**src/rtl/morse_key_classifier.sv**
```systemverilog
// Telegraph key front end: synchronises the key, times presses and gaps in ticks and emits
// Dot/Dash/Space/EndSeq/ElemErr pulses. Optional debouncer enabled by `define MORSE_DEBOUNCE_EN.
module morse_key_classifier #(
  parameter int CNT_W          = 16,
  parameter int TICK_DIV       = 1000,
  parameter int DEBOUNCE_CYC   = 8,
  parameter int DASH_TICKS     = 3,
  parameter int CHAR_GAP_TICKS = 3,
  parameter int SEQ_GAP_TICKS  = 7,
  parameter int MAX_ELEMS      = 5
) (
  input  logic Clk,
  input  logic Reset,
  input  logic Key,
  output logic Dot,
  output logic Dash,
  output logic Space,
  output logic EndSeq,
  output logic ElemErr,
  output logic Busy
);
  // state | meaning
  // IDLE  | no activity, prescaler parked
  // PRESS | key held, timing press length
  // GAP   | key released inside a character
  // LGAP  | character closed, waiting for sequence gap or next character
  localparam logic [1:0] IDLE  = 2'd0;
  localparam logic [1:0] PRESS = 2'd1;
  localparam logic [1:0] GAP   = 2'd2;
  localparam logic [1:0] LGAP  = 2'd3;

  localparam int PW = (TICK_DIV > 1) ? $clog2(TICK_DIV) : 1;
  localparam int EW = $clog2(MAX_ELEMS + 1);
  localparam logic [PW-1:0]    PRE_LAST = PW'(TICK_DIV - 1);
  localparam logic [EW-1:0]    ELEM_MAX = EW'(MAX_ELEMS);
  localparam logic [CNT_W-1:0] CNT_MAX  = '1;
  localparam logic [CNT_W-1:0] DASH_T   = CNT_W'(DASH_TICKS);
  localparam logic [CNT_W-1:0] CHAR_T   = CNT_W'(CHAR_GAP_TICKS);
  localparam logic [CNT_W-1:0] SEQ_T    = CNT_W'(SEQ_GAP_TICKS);

  if (DEBOUNCE_CYC < 1 || TICK_DIV < 1 || SEQ_GAP_TICKS <= CHAR_GAP_TICKS) begin : g_param_check
    $error("morse_key_classifier: inconsistent parameters");
  end

  logic [1:0]       state;
  logic             key_m, key_s, key_d, key_prev;
  logic [PW-1:0]    presc;
  logic [CNT_W-1:0] cnt, cnt_next;
  logic [EW-1:0]    elem_cnt;
  logic             key_rise, key_fall, key_edge, tick, gap_char, gap_seq;

  always_ff @(posedge Clk) begin
    if (Reset) begin
      key_m    <= 1'b0;
      key_s    <= 1'b0;
      key_prev <= 1'b0;
    end else begin
      key_m    <= Key;
      key_s    <= key_m;
      key_prev <= key_d;
    end
  end

`ifdef MORSE_DEBOUNCE_EN
  localparam int DW = (DEBOUNCE_CYC > 1) ? $clog2(DEBOUNCE_CYC) : 1;
  localparam logic [DW-1:0] DB_LAST = DW'(DEBOUNCE_CYC - 1);
  logic [DW-1:0] db_cnt;
  logic          key_db;

  // key_db follows key_s only after DEBOUNCE_CYC consecutive disagreeing cycles
  always_ff @(posedge Clk) begin
    if (Reset) begin
      db_cnt <= '0;
      key_db <= 1'b0;
    end else if (key_s == key_db) begin
      db_cnt <= '0;
    end else if (db_cnt == DB_LAST) begin
      db_cnt <= '0;
      key_db <= key_s;
    end else begin
      db_cnt <= db_cnt + 1'b1;
    end
  end
  assign key_d = key_db;
`else
  assign key_d = key_s;
`endif

  assign key_rise = key_d & ~key_prev;
  assign key_fall = ~key_d & key_prev;
  assign key_edge = key_rise | key_fall;
  assign tick     = (state != IDLE) && (presc == PRE_LAST);
  // The tick landing on an edge cycle still belongs to the interval that edge closes
  assign cnt_next = (tick && cnt != CNT_MAX) ? cnt + 1'b1 : cnt;
  assign gap_char = tick && (cnt_next >= CHAR_T);
  assign gap_seq  = tick && (cnt_next >= SEQ_T);
  assign Busy     = (state != IDLE);

  always_ff @(posedge Clk) begin
    if (Reset) begin
      state    <= IDLE;
      presc    <= '0;
      cnt      <= '0;
      elem_cnt <= '0;
      Dot      <= 1'b0;
      Dash     <= 1'b0;
      Space    <= 1'b0;
      EndSeq   <= 1'b0;
      ElemErr  <= 1'b0;
    end else begin
      Dot     <= 1'b0;
      Dash    <= 1'b0;
      Space   <= 1'b0;
      EndSeq  <= 1'b0;
      ElemErr <= 1'b0;

      if (key_edge) begin
        presc <= '0;
        cnt   <= '0;
      end else if (tick) begin
        presc <= '0;
        cnt   <= cnt_next;
      end else if (state != IDLE) begin
        presc <= presc + 1'b1;
      end

      case (state)
        IDLE: if (key_rise) state <= PRESS;
        PRESS: begin
          if (key_fall) begin
            state <= GAP;
            if (elem_cnt == ELEM_MAX) begin
              ElemErr <= 1'b1;
            end else begin
              elem_cnt <= elem_cnt + 1'b1;
              if (cnt_next < DASH_T) Dot <= 1'b1;
              else Dash <= 1'b1;
            end
          end
        end
        GAP: begin
          if (gap_char) begin
            Space    <= 1'b1;
            elem_cnt <= '0;
            state    <= key_rise ? PRESS : LGAP;
          end else if (key_rise) begin
            state <= PRESS;
          end
        end
        LGAP: begin
          if (gap_seq) begin
            EndSeq <= 1'b1;
            state  <= key_rise ? PRESS : IDLE;
          end else if (key_rise) begin
            state <= PRESS;
          end
        end
        default: state <= IDLE;
      endcase
    end
  end
endmodule

```
**config.mk**
```make
export PLATFORM = sky130hd
export DESIGN_NAME = morse_key_classifier
export DESIGN_NICKNAME = d
export VERILOG_FILES = /design/src/rtl/morse_key_classifier.sv
export SDC_FILE = /design/constraint.sdc
export NUM_CORES = 1
export LEC_CHECK = 0
export ABC_CLOCK_PERIOD_IN_PS = 5300
export CORE_ASPECT_RATIO = 1.1
export CORE_UTILIZATION = 42
export DETAILED_ROUTE_END_ITERATION = 8
export PLACE_DENSITY = 0.57
export SLEW_MARGIN = 10
export SYNTH_ARGS = -nofsm -noshare
export SYNTH_HDL_FRONTEND = slang
export SYNTH_SLANG_ARGS = --single-unit
```
**constraint.sdc**
```tcl
create_clock -name Clk -period 5.3 [get_ports Clk]
set_clock_uncertainty 0.05 [all_clocks]
set_input_delay 1.06 -clock Clk [delete_from_list [all_inputs] [get_ports Clk]]
set_output_delay 1.06 -clock Clk [all_outputs]
set_load 0.03 [all_outputs]
```
# == Word level (Yosys, flattened, before mapping) ==
# Cells that the tools add are included.
# W data, S select, Z words.
# totals
ff_bits,39
inputBits,3
out_inout_bits,6
wordCells,67
# op_classes
add_sub_neg,3
magnitude_cmp,3
n_eq_ne,9
mux,17
bitwise_logic,9
reduce_logical,14
# op_table
op,n
$add A16 B1 Y16 const B,1
$ge A16 B2 Y1 const B,1
$ge A16 B3 Y1 const B,1
$lt A16 B2 Y1 const B,1
$mux W16,1
$ne A16 B16 Y1 const B,1
$add A10 B1 Y10 const B,1
$eq A10 B10 Y1 const B,1
$mux W2,5
$mux W3,3
$pmux W2 S4,1
$mux W1,6
$ne A2 B2 Y1 const B,3
$not A1 Y1,6
$pmux W3 S2,1
$reduce_or A2 Y1,3
$reduce_or A3 Y1,2
$eq A2 B2 Y1 const B,2
$logic_and A1 B1 Y1,4
$reduce_and A4 Y1,1
$reduce_bool A2 Y1,2
$reduce_or A4 Y1,1
$add A3 B1 Y3 const B,1
$eq A3 B3 Y1 const B,1
other kinds (4),5

# == Depth between registers and ports, before layout ==
# depth
word_depth,8
depth_mapped,10
depth_no_buf,8

# == Least setup slack after synthesis ==
# Ideal clock, no wire load.
# synth_path
kind,register to register
from,register presc[3]
to,register state[0]
setup_time_ns,0.122
arrival_ns,2.771
required_time_ns,5.128
path_slack_ns,2.357
stages_incl_launch_ff,9
n_path_buf,1
period_less_slack_ns,2.943
path_cell_list,dfxtp_1 or3b_1 or3_1 buf_6 nor4b_1 mux2_2 a2111oi_4 a21oi_2 a221o_1
# synth_via
elab_chain_len,8
elab_cells_between_ends,11
classes_between,order compare (2); eq/ne (1); mux (4); reduce/logical (4)
# synth_rtl
item,line_no,source
"start, declared",47,logic [PW-1:0] presc;
"start signal, assigned",124,presc <= presc + 1'b1;
$eq A10 B10 Y1 (*),92,assign tick = (state != IDLE) && (presc == PRE_LAST);
$logic_and A1 B1 Y1 (*),92,
$logic_and A1 B1 Y1,94,assign cnt_next = (tick && cnt != CNT_MAX) ? cnt + 1'b1 : cnt;
$mux W16,94,
$ge A16 B3 Y1 / $ge A16 B2 Y1 (equally long branches),"96, 95",
$logic_and A1 B1 Y1 (on tied branches),"96, 95",
$mux W2 (on tied branches),"151, 142",
$pmux W2 S4 (*),127,case (state)
"end signal, assigned",145,state <= key_rise ? PRESS : LGAP;
"end signal, assigned",153,state <= key_rise ? PRESS : IDLE;
"end, declared",45,logic [1:0] state;
# Every way passes the cells marked *; elsewhere a longest branch is shown, timed or not.
# A chain may end at the register's enable or synchronous reset.

# == Worst setup path in the final report ==
# layout_path
from,register presc[0]
to,register state[0]
# Same word-level chain as after synthesis.

==> impl_metrics.json <==
{
  "status": "completed",
  "fin_crit_sh_pct": 66.9,
  "cp.arrival_ns": 3.67,
  "maxSlewHeadroom_pct": 43.7,
  "die_width_um": 69.2,
  "cts_setup_buffers": 0,
  "instances_no_fill": 303,
  "cts_hold_buffers": 0,
  "area_growth_pct": 9.65,
  "slew_viol_final": 0,
  "power_density_mw_per_mm2": 238,
  "htreeDepth": 2,
  "synthCells": 241,
  "setup_viol_count_final": 0,
  "synth_edf_count": 0,
  "dieArea_sq_mm": 0.00526,
  "cts_tree": "yes",
  "max_freq_mhz": 282,
  "ys_warn_count": 0,
  "drv_cap": 0,
  "port_buffers": 8,
  "overflow": 0,
  "end_kind": "register",
  "synth_seq_cells": 39,
  "vias": 1677,
  "cts.sinks": 39,
  "track_usage_pct": 15.8,
  "drc": 0,
  "clk_pin_slew_worst_paths_ns": 0.07,
  "synthArstFlopShare_pct": 0,
  "grt_max_degree": 18,
  "core_area_sq_mm": 0.00472,
  "diodes": 0,
  "worst-path-max-fanout": 11,
  "fin_hold_ws_ns": 0.406,
  "yosys_most_used_dff": "dfxtp_1",
  "cts_resized": 0,
  "period_needed_ns": 3.55,
  "first_iter_violations": 84,
  "totalWireLength_mm": 4.01,
  "num_io_pins": 9,
  "dp_slack_ns": 1.75,
  "grt_pass1_wl_mm": 6.91,
  "required_ns": 5.42,
  "hold_class": "register to register",
  "clockRootBuffer": "clkbuf_8",
  "ant_nets": 0,
  "synthDistinctLibCells": 48,
  "routedWlPerCell_um": 13.2,
  "power.leakage_uw": 0.000783,
  "start_util_pct": 44.3,
  "drive_above_1_share_pct": 7.69,
  "yosysSeqAreaShare_pct": 37.4,
  "cts_buffers": 5,
  "syn_area_sq_mm": 0.00209,
  "setup_ws_ns": 1.75,
  "fillCellCount": 455,
  "fp-row-count": 26,
  "antenna_found_initial": 0,
  "hold_violations": 0,
  "tns_ns": 0,
  "rsz0062_at_grt": "no",
  "worstSetupPathType": "register to register",
  "start_kind": "register",
  "gp_congestion": 0.799,
  "drt-pass1-iter-count": 4,
  "via_per_inst": 5.53,
  "synth.avg_cell_area_sq_um": 8.66,
  "fp.dieH_um": 76.0,
  "vdd_ir_drop_max_uv": 119,
  "clock_path_buffers": 2,
  "clk-insertion-delay-late_ns": 0.28,
  "final_nets": 255,
  "syn_nets": 250,
  "tightestPinTransition_ns": 0.845,
  "grt_pass1_vias": 1524,
  "place_hpwl_mm": 2.94,
  "dp.cells": 295
}
## cell families (layout without fill, tap and decap cells)
family	after synthesis	count (layout)	synth area share, %
flops	39	39	37.4
mux	5	5	2.46
simple gates	121	121	31.8
fa+ha+maj	6	6	3.59
buf+inv	16	22	3.41
compound gates	30	30	11.3
xor+xnor	24	24	10.1
## power by group
group / internal, uW / switching [uW] / total (uW)
logic: 11.3 / 16.1 / 27.4
clock network: 119 / 98.6 / 217
registers: 297 / 4.17 / 301
## per-stage QoR
stage | area (sq um) | total power [uW] | util (%)
5_1_grt | 2290 | 570 | 48.5
4_1_cts | 2290 | 555 | 48.5
3_5_place_dp | 2190 | 335 | 46.4
3_3_place_gp | 2190 | 335 | 46.4
2_1_floorplan | 2090 | 327 | -
6_report | 2290 | 546 | 48.5
## per-layer routing
metal / vias to the layer above / wire length (um) / GRT usage (%)
li1: 869 / - / -
met1: 777 / 1880 / 19.7
met2: 26 / 1980 / 27.2
met3: 5 / 109 / 3.19
met4: 0 / 48 / 4.90
met5: - / 0 / 0
## flip-flops by register name (all words and copies together) (netlist names)
| register | cells |
|---|---|
| cnt | 16 |
| EndSeq | 1 |
| ElemErr | 1 |
| presc | 10 |
| elem_cnt | 3 |
| Space | 1 |
| key_prev | 1 |
| key_d | 1 |
| key_m | 1 |
| Dot | 1 |
| state | 2 |
| Dash | 1 |
## cell type report
cell class              count  area, sq um  area share, %
well taps                  56         70.1           3.06
repair buffers              8         80.1           3.50
flip-flops and latches     39          781           34.1
multi-input cells         186         1240           54.0
clock buffers               8          100           4.37
inverters                   6         22.5          0.984
## final timing paths
check | from | to | slack [ns] | cells past startpoint
setup / recovery | presc[0] | state[0] | 1.75 | 8
hold / removal | key_m | key_d | 0.41 | 1
setup reg to reg | presc[0] | state[0] | 1.75 | 8
hold reg to reg | key_m | key_d | 0.41 | 1
## layout by cell type (no fill, tap or decap), types with 2 or more instances in the layout
cell and instances:
nor3_1 9, ha_1 6, a21o_1 2, nor4_2 2
a21oi_1 6, mux2i_1 4, and2_1 3, or2_2 2
xor2_1 14, nand2_1 17, dfxtp_1 39, and4_1 5
nand2b_1 3, or4_1 3, clkbuf_8 7, a211oi_1 2
or3_1 5, and3_1 5, nor2b_1 6, inv_1 6
nand4_1 9, clkdlybuf4s50_1 8, xnor2_1 10, a21boi_0 2
o21ai_0 5, nand3_1 14, nor2_1 32
## critical path, cell delays in order, from the launching register on
cell	delay, ns
dfxtp_1	0.37
ha_1	0.19
o211ai_1	0.15
or3_1	0.56
a21oi_1	0.73
nand4_1	0.30
a2111oi_4	0.57
a21oi_2	0.15
a221o_1	0.36
## synthesized netlist by cell type, types with 3 or more instances
library cell	count	area share, %
dfxtp_1	39	37
nor2_1	32	5.8
nand2_1	17	3.1
nand3_1	14	3.4
xor2_1	14	5.9
xnor2_1	10	4.2
nand4_1	9	2.7
nor3_1	9	2.2
a21oi_1	6	1.4
clkbuf_1	6	1.1
ha_1	6	3.6
inv_1	6	1.1
nor2b_1	6	1.8
and3_1	5	1.5
and4_1	5	2.1
o21ai_0	5	1.2
or3_1	5	1.5
mux2i_1	4	1.9
and2_1	3	0.90
buf_2	3	0.72
nand2b_1	3	0.90
or4_1	3	1.1
Note: power is estimated with default switching activity, not from simulation.
